$ cat src/rtl/io_mem_arbiter_if.sv
// Bundle of every handshake/bus signal around io_mem_arbiter.
//   m0_*/m1_*   : PicoRV32-style native memory ports of the two CPU masters
//   s_*         : request port toward the single shared io_memory slave
//   err, owner  : timeout-abort pulse and index of current/last granted master
// Modports:
//   slave  : arbiter view (it serves the two masters and drives the slave port)
//   master : environment view (the two masters plus the shared slave)
interface io_mem_arbiter_if;
    logic        m0_valid;
    logic        m1_valid;
    logic [31:0] m0_addr;
    logic [31:0] m1_addr;
    logic [31:0] m0_wdata;
    logic [31:0] m1_wdata;
    logic [3:0]  m0_wstrb;
    logic [3:0]  m1_wstrb;
    logic        m0_ready;
    logic        m1_ready;
    logic [31:0] m0_rdata;
    logic [31:0] m1_rdata;
    logic        s_valid;
    logic [31:0] s_addr;
    logic [31:0] s_wdata;
    logic [3:0]  s_wstrb;
    logic        s_ready;
    logic [31:0] s_rdata;
    logic        err;
    logic        owner;

    modport slave (
        input  m0_valid, m1_valid, m0_addr, m1_addr, m0_wdata, m1_wdata,
               m0_wstrb, m1_wstrb, s_ready, s_rdata,
        output m0_ready, m1_ready, m0_rdata, m1_rdata, s_valid, s_addr,
               s_wdata, s_wstrb, err, owner
    );

    modport master (
        output m0_valid, m1_valid, m0_addr, m1_addr, m0_wdata, m1_wdata,
               m0_wstrb, m1_wstrb, s_ready, s_rdata,
        input  m0_ready, m1_ready, m0_rdata, m1_rdata, s_valid, s_addr,
               s_wdata, s_wstrb, err, owner
    );
endinterface

$ cat src/rtl/io_mem_arbiter.sv
// Two-master arbiter in front of one shared io_memory port.
// Ports:
//   clk   : sole clock, rising edge
//   reset : asynchronous, active-high
//   bus   : io_mem_arbiter_if.slave (master requests, slave port, err, owner)
// Parameter TIMEOUT (2..255): BUSY cycles a grant may wait for s_ready.
//
// state | meaning
// IDLE  | sample requests, grant one master (tie -> master != prio)
// BUSY  | owner's request forwarded to slave, waiting for s_ready/timeout
// DONE  | one quiet cycle while the master drops valid; no re-grant
module io_mem_arbiter #(
    parameter int TIMEOUT = 16
) (
    input logic            clk,
    input logic            reset,
    io_mem_arbiter_if.slave bus
);
    typedef enum logic [1:0] {IDLE, BUSY, DONE} state_t;

    localparam logic [7:0]  CNT_LAST   = 8'(TIMEOUT - 1);
    localparam logic [31:0] ABORT_DATA = 32'hDEAD_BEEF;

    state_t     state_q, state_d;
    logic       owner_q, owner_d;
    logic       prio_q, prio_d;
    logic [7:0] cnt_q, cnt_d;

    logic       own_valid;
    logic       busy;
    logic       hit;
    logic       expire;
    logic       finish;
    logic [31:0] rdata_sel;

    // Completion terms shared by next-state and output logic. s_ready beats
    // an expiring counter in the same cycle.
    always_comb begin
        own_valid = owner_q ? bus.m1_valid : bus.m0_valid;
        busy      = (state_q == BUSY);
        hit       = busy && own_valid && bus.s_ready;
        expire    = busy && own_valid && !bus.s_ready && (cnt_q == CNT_LAST);
        finish    = hit || expire;
        rdata_sel = expire ? ABORT_DATA : bus.s_rdata;
    end

    always_ff @(posedge clk or posedge reset) begin
        if (reset) begin
            state_q <= IDLE;
            owner_q <= 1'b0;
            prio_q  <= 1'b1;
            cnt_q   <= 8'd0;
        end else begin
            state_q <= state_d;
            owner_q <= owner_d;
            prio_q  <= prio_d;
            cnt_q   <= cnt_d;
        end
    end

    always_comb begin
        state_d = state_q;
        owner_d = owner_q;
        prio_d  = prio_q;
        cnt_d   = cnt_q;
        unique case (state_q)
            IDLE: begin
                if (bus.m0_valid || bus.m1_valid) begin
                    state_d = BUSY;
                    cnt_d   = 8'd0;
                    if (bus.m0_valid && bus.m1_valid) owner_d = ~prio_q;
                    else                              owner_d = bus.m1_valid;
                end
            end
            BUSY: begin
                // A master withdrawing its request aborts silently; prio is
                // left alone so the withdrawn master keeps its turn.
                if (!own_valid) begin
                    state_d = IDLE;
                end else if (finish) begin
                    state_d = DONE;
                    prio_d  = owner_q;
                end else begin
                    cnt_d = cnt_q + 8'd1;
                end
            end
            DONE:    state_d = IDLE;
            default: state_d = IDLE;
        endcase
    end

    always_comb begin
        bus.s_valid  = 1'b0;
        bus.s_addr   = 32'd0;
        bus.s_wdata  = 32'd0;
        bus.s_wstrb  = 4'd0;
        bus.m0_ready = 1'b0;
        bus.m1_ready = 1'b0;
        bus.m0_rdata = 32'd0;
        bus.m1_rdata = 32'd0;
        bus.err      = expire;
        bus.owner    = owner_q;
        if (busy) begin
            bus.s_valid = own_valid;
            bus.s_addr  = owner_q ? bus.m1_addr  : bus.m0_addr;
            bus.s_wdata = owner_q ? bus.m1_wdata : bus.m0_wdata;
            bus.s_wstrb = owner_q ? bus.m1_wstrb : bus.m0_wstrb;
        end
        if (finish) begin
            if (owner_q) begin
                bus.m1_ready = 1'b1;
                bus.m1_rdata = rdata_sel;
            end else begin
                bus.m0_ready = 1'b1;
                bus.m0_rdata = rdata_sel;
            end
        end
    end
endmodule

$ cat src/flat_wrapper.sv
// flat-port wrapper written by rule: the top's interface ports become plain ports
module io_mem_arbiter_flat 
#(
    parameter int TIMEOUT = 16
)
  (clk, reset, bus_m0_valid, bus_m1_valid, bus_m0_addr, bus_m1_addr, bus_m0_wdata, bus_m1_wdata, bus_m0_wstrb, bus_m1_wstrb, bus_s_ready, bus_s_rdata, bus_m0_ready, bus_m1_ready, bus_m0_rdata, bus_m1_rdata, bus_s_valid, bus_s_addr, bus_s_wdata, bus_s_wstrb, bus_err, bus_owner);
  io_mem_arbiter_if bus_i ();
  input logic clk;
  input logic reset;
  input wire logic [$bits(bus_i.m0_valid)-1:0] bus_m0_valid;
  input wire logic [$bits(bus_i.m1_valid)-1:0] bus_m1_valid;
  input wire logic [$bits(bus_i.m0_addr)-1:0] bus_m0_addr;
  input wire logic [$bits(bus_i.m1_addr)-1:0] bus_m1_addr;
  input wire logic [$bits(bus_i.m0_wdata)-1:0] bus_m0_wdata;
  input wire logic [$bits(bus_i.m1_wdata)-1:0] bus_m1_wdata;
  input wire logic [$bits(bus_i.m0_wstrb)-1:0] bus_m0_wstrb;
  input wire logic [$bits(bus_i.m1_wstrb)-1:0] bus_m1_wstrb;
  input wire logic [$bits(bus_i.s_ready)-1:0] bus_s_ready;
  input wire logic [$bits(bus_i.s_rdata)-1:0] bus_s_rdata;
  output wire logic [$bits(bus_i.m0_ready)-1:0] bus_m0_ready;
  output wire logic [$bits(bus_i.m1_ready)-1:0] bus_m1_ready;
  output wire logic [$bits(bus_i.m0_rdata)-1:0] bus_m0_rdata;
  output wire logic [$bits(bus_i.m1_rdata)-1:0] bus_m1_rdata;
  output wire logic [$bits(bus_i.s_valid)-1:0] bus_s_valid;
  output wire logic [$bits(bus_i.s_addr)-1:0] bus_s_addr;
  output wire logic [$bits(bus_i.s_wdata)-1:0] bus_s_wdata;
  output wire logic [$bits(bus_i.s_wstrb)-1:0] bus_s_wstrb;
  output wire logic [$bits(bus_i.err)-1:0] bus_err;
  output wire logic [$bits(bus_i.owner)-1:0] bus_owner;
  assign bus_i.m0_valid = bus_m0_valid;
  assign bus_i.m1_valid = bus_m1_valid;
  assign bus_i.m0_addr = bus_m0_addr;
  assign bus_i.m1_addr = bus_m1_addr;
  assign bus_i.m0_wdata = bus_m0_wdata;
  assign bus_i.m1_wdata = bus_m1_wdata;
  assign bus_i.m0_wstrb = bus_m0_wstrb;
  assign bus_i.m1_wstrb = bus_m1_wstrb;
  assign bus_i.s_ready = bus_s_ready;
  assign bus_i.s_rdata = bus_s_rdata;
  assign bus_m0_ready = bus_i.m0_ready;
  assign bus_m1_ready = bus_i.m1_ready;
  assign bus_m0_rdata = bus_i.m0_rdata;
  assign bus_m1_rdata = bus_i.m1_rdata;
  assign bus_s_valid = bus_i.s_valid;
  assign bus_s_addr = bus_i.s_addr;
  assign bus_s_wdata = bus_i.s_wdata;
  assign bus_s_wstrb = bus_i.s_wstrb;
  assign bus_err = bus_i.err;
  assign bus_owner = bus_i.owner;
  io_mem_arbiter #(.TIMEOUT(TIMEOUT)) u_core (.clk(clk), .reset(reset), .bus(bus_i));
endmodule
$ cat config.mk
export PLATFORM = sky130hd
export DESIGN_NAME = io_mem_arbiter_flat
export DESIGN_NICKNAME = d
export VERILOG_FILES = /design/src/rtl/io_mem_arbiter_if.sv /design/src/rtl/io_mem_arbiter.sv /design/src/flat_wrapper.sv
export SDC_FILE = /design/constraint.sdc
export NUM_CORES = 1
export LEC_CHECK = 0
export BUFFER_PORTS_ARGS = -buffer_cell sky130_fd_sc_hd__clkbuf_2
export CAP_MARGIN = 40
export CORE_AREA = 2 2 119 121
export DETAILED_ROUTE_END_ITERATION = 7
export DIE_AREA = 0 0 121 123
export PLACE_DENSITY_LB_ADDON = 0.15
export SYNTH_ARGS = -nofsm -noshare
export SYNTH_HDL_FRONTEND = slang
export SYNTH_SLANG_ARGS = --single-unit
$ cat constraint.sdc
create_clock -name clk -period 2.4 [get_ports clk]
set_clock_uncertainty 0.05 [all_clocks]
set_input_delay 0.24 -clock clk [delete_from_list [all_inputs] [get_ports clk]]
set_output_delay 0.24 -clock clk [all_outputs]
set_load 0.02 [all_outputs]
==> flow_metrics.env <==
export IMPL_status="complete, no violations"
export IMPL_ios=310
export IMPL_required_ns=2.11
export IMPL_gp_congestion=0.866
export IMPL_cap_violations=0
export IMPL_wire_per_inst_um=13.5
export IMPL_ant_nets=0
export IMPL_drt_vias_per_instance=4.14
export IMPL_syn_avg_cell_area_sq_um=7.47
export IMPL_ys_ff_latch=12
export IMPL_drt_wl_total_mm=10.5
export IMPL_syn_inst=299
export IMPL_grtUsageTotal_pct=12.3
export IMPL_yosysUniqueCellTypes=39
export IMPL_ff2ff_setup_slack_ns=0.56
export IMPL_placed_area_sq_mm=0.00397
export IMPL_clockBufferDepth=2
export IMPL_whs_ns=0.193
export IMPL_stdcell_area_sq_mm=0.00412
export IMPL_nFillCells=1537
export IMPL_synth_edff_count=0
export IMPL_r2r_start="u_core.state_q[1]$_DFFE_PP0P_"
export IMPL_whs_endpoint="u_core.bus.owner$_DFFE_PP0P_"
export IMPL_rows=43
export IMPL_port_buffers=309
export IMPL_grt_pass1_vias=2865
export IMPL_hold_violations=0
export IMPL_reg2reg_to="u_core.cnt_q[6]$_DFFE_PP0P_"
export IMPL_min_path_cells=2
export IMPL_cp_slowest_cell="or3b_1"
export IMPL_max_vdd_ir_drop_v=0.000514
export IMPL_first_pass_iters=4
export IMPL_final_cell_mix="clkbuf_2 (309), nor2_1 (74), mux2i_1 (70)"
export IMPL_htreeDepth=1
export IMPL_synth_area_sq_mm=0.00223
export IMPL_hp_class="in -> reg"
export IMPL_fin_crit_ns=2.31
export IMPL_report_final_setup_viol=0
export IMPL_drive_above_1_share_pct=56.6
export IMPL_relSlewSlack_pct=53.4
export IMPL_hpwl_mm=8.92
export IMPL_cts_tree="built"
export IMPL_die_area_sq_mm=0.0149
export IMPL_finish_net_count=769
export IMPL_first_iter_violations=56
export IMPL_p_leak_uw=0.00244
export IMPL_initial_core_util_pct=16.4
export IMPL_ff_latch_area_sq_um=305
export IMPL_die_w_um=121
export IMPL_worst_slew_pin_slew_ns=0.700
export IMPL_layout_commonest_cell="clkbuf_2"
export IMPL_grt_pass1_wl_mm=14.4
export IMPL_cp_start_kind="register"
export IMPL_fmax_mhz=432
export IMPL_multi_input_comb_area_sq_mm=0.00180
export IMPL_route_detailed_drc=0
export IMPL_r2r_worst_path_cells=4
export IMPL_syn2layout_area_growth_pct=84.5
export IMPL_cts_clk_slew_worst_paths_ns=0.04
export IMPL_die_y_um=123
export IMPL_async_reset_ff_share_pct=100
export IMPL_crit_chain="or3b_1 > or2_4 > nor2_4 > clkbuf_16 > o21a_1 > clkbuf_2"
export IMPL_grt_overflow_total=0
export IMPL_cp_max_fo=24
export IMPL_hold_path_startpoint="bus_m0_valid"
export IMPL_seq_area_frac_synth_pct=13.5
export IMPL_antenna_found_initial=0
export IMPL_clock_sinks=12
export IMPL_critPathMaxStageDelay_ns=0.44
export IMPL_pwr_density_cell_mw_per_mm2=907
export IMPL_numCtsBuffers=3
export IMPL_vias=3205
export IMPL_drv_slew=0
export IMPL_critPathKind="reg -> out"
export IMPL_cp_end_kind="primary output"
export IMPL_coreArea_sq_mm=0.0136
export IMPL_ys_flop_type="dfrtp_1"
export IMPL_grt_max_degree=74
export IMPL_clk_latency_ns=0.24
export IMPL_diodes=0
export IMPL_synth_net_count=473
export IMPL_cts_root_buf="clkbuf_16"
export IMPL_finalCritPeriodShare_pct=96.4
export IMPL_ys_warn_count=0
export IMPL_critPathArrivalTime_ns=2.02
-- final cells by class --
type	count	area share [%]
multi-input cells	253	43.7
repair buffers	316	40.5
flip-flops and latches	12	7.41
well taps	180	5.46
clock buffers	4	2.15
inverters	9	0.819
-- cells in the mapped netlist (2+ instances only) --
library cell | n | share of area, %
dfrtp_1 | 11 | 12
xnor2_1 | 2 | 0.78
buf_1 | 7 | 1.2
buf_6 | 2 | 1.0
inv_2 | 2 | 0.34
inv_1 | 7 | 1.2
nor2_1 | 74 | 12
buf_4 | 4 | 1.3
and3_1 | 4 | 1.1
nor4_1 | 3 | 0.84
a21oi_1 | 2 | 0.45
nor3_4 | 2 | 1.5
clkbuf_1 | 6 | 1.0
nand3_1 | 2 | 0.45
buf_2 | 6 | 1.3
mux2i_1 | 70 | 31
nand2b_1 | 2 | 0.56
o21a_1 | 49 | 16
o21ai_0 | 3 | 0.67
nor3_1 | 3 | 0.67
and2_1 | 16 | 4.5
nand2_1 | 5 | 0.84
-- sequential cells by signal (all words and copies together), names as in the netlist --
name and cells:
u_core.cnt_q 8, u_core.bus.owner 1, u_core.prio_q 1, u_core.state_q 2
-- routing by layer --
metal  vias up  share of wire [%]  wire, um  global-route usage (%)
met5         -                  0         0                       0
met4         0                1.0       107                    2.25
met3         6                9.8      1030                    3.69
met2       170                 55      5770                    24.9
met1      1405                 34      3580                    12.2
li1       1624                  -         -                       -
-- cells by family (layout without fill, tap and decap cells) --
family / after synthesis / after routing / share of synthesized area, %
AOI/OAI and AO/OA: 59 / 59 / 19.7
muxes: 72 / 72 / 32.5
buffers and inverters: 34 / 329 / 7.39
and+or+nand+nor: 119 / 119 / 25.6
adders and majority gates: 1 / 1 / 0.560
DFF: 12 / 12 / 13.5
xor gates and xnor gates: 2 / 2 / 0.784
-- worst max-delay path by stage --
stage,start,endpoint,slack (ns)
floorplan,u_core.bus.owner$_DFFE_PP0P_,bus_m0_rdata[19],0.30
CTS,u_core.cnt_q[5]$_DFFE_PP0P_,bus_m0_rdata[0],0.03
global placement,u_core.cnt_q[5]$_DFFE_PP0P_,bus_m0_rdata[31],0.32
global route,u_core.state_q[1]$_DFFE_PP0P_,bus_m1_rdata[27],-0.006
finish,u_core.state_q[1]$_DFFE_PP0P_,bus_m1_rdata[3],0.09
detailed placement,u_core.cnt_q[5]$_DFFE_PP0P_,bus_m0_rdata[0],0.24
-- power by group --
group	switching, uW	total, uW	internal [uW]	leakage (uW)
Combinational	1960	3080	1120	0.00224
Sequential	52.4	316	264	0.000157
Clock	86.9	338	251	0.0000442
-- through the flow --
step | setup slack, ns | setup TNS (ns) | power, uW | std cells | utilization (%)
4_1_cts | 0.0303 | 0 | 3810 | 773 | 30.0
3_3_place_gp | 0.322 | 0 | 3440 | 768 | 29.2
2_1_floorplan | 0.295 | 0 | 2420 | 299 | -
6_report | 0.0855 | 0 | 3740 | 774 | 30.3
3_5_place_dp | 0.243 | 0 | 3460 | 768 | 29.2
5_1_grt | -0.00646 | -0.0243 | 4010 | 774 | 30.3
-- worst max-delay path: cells and delay by family (launching register included) --
kind | cells | cell delay (ns)
AOI/OAI and AO/OA | 1 | 0.12
buffers and inverters | 2 | 0.38
DFF | 1 | 0.38
and+or+nand+nor | 3 | 0.91
-- what timing repair did --
item,in CTS,in global routing
resized for setup,1,4
cloned,0,1
hold buffers,1,0
setup endpoints to repair,24,49
endpoints found under the hold margin,11,0
setup buffers,0,0
pin swaps,0,1
Power figures use the tool's default switching activity.
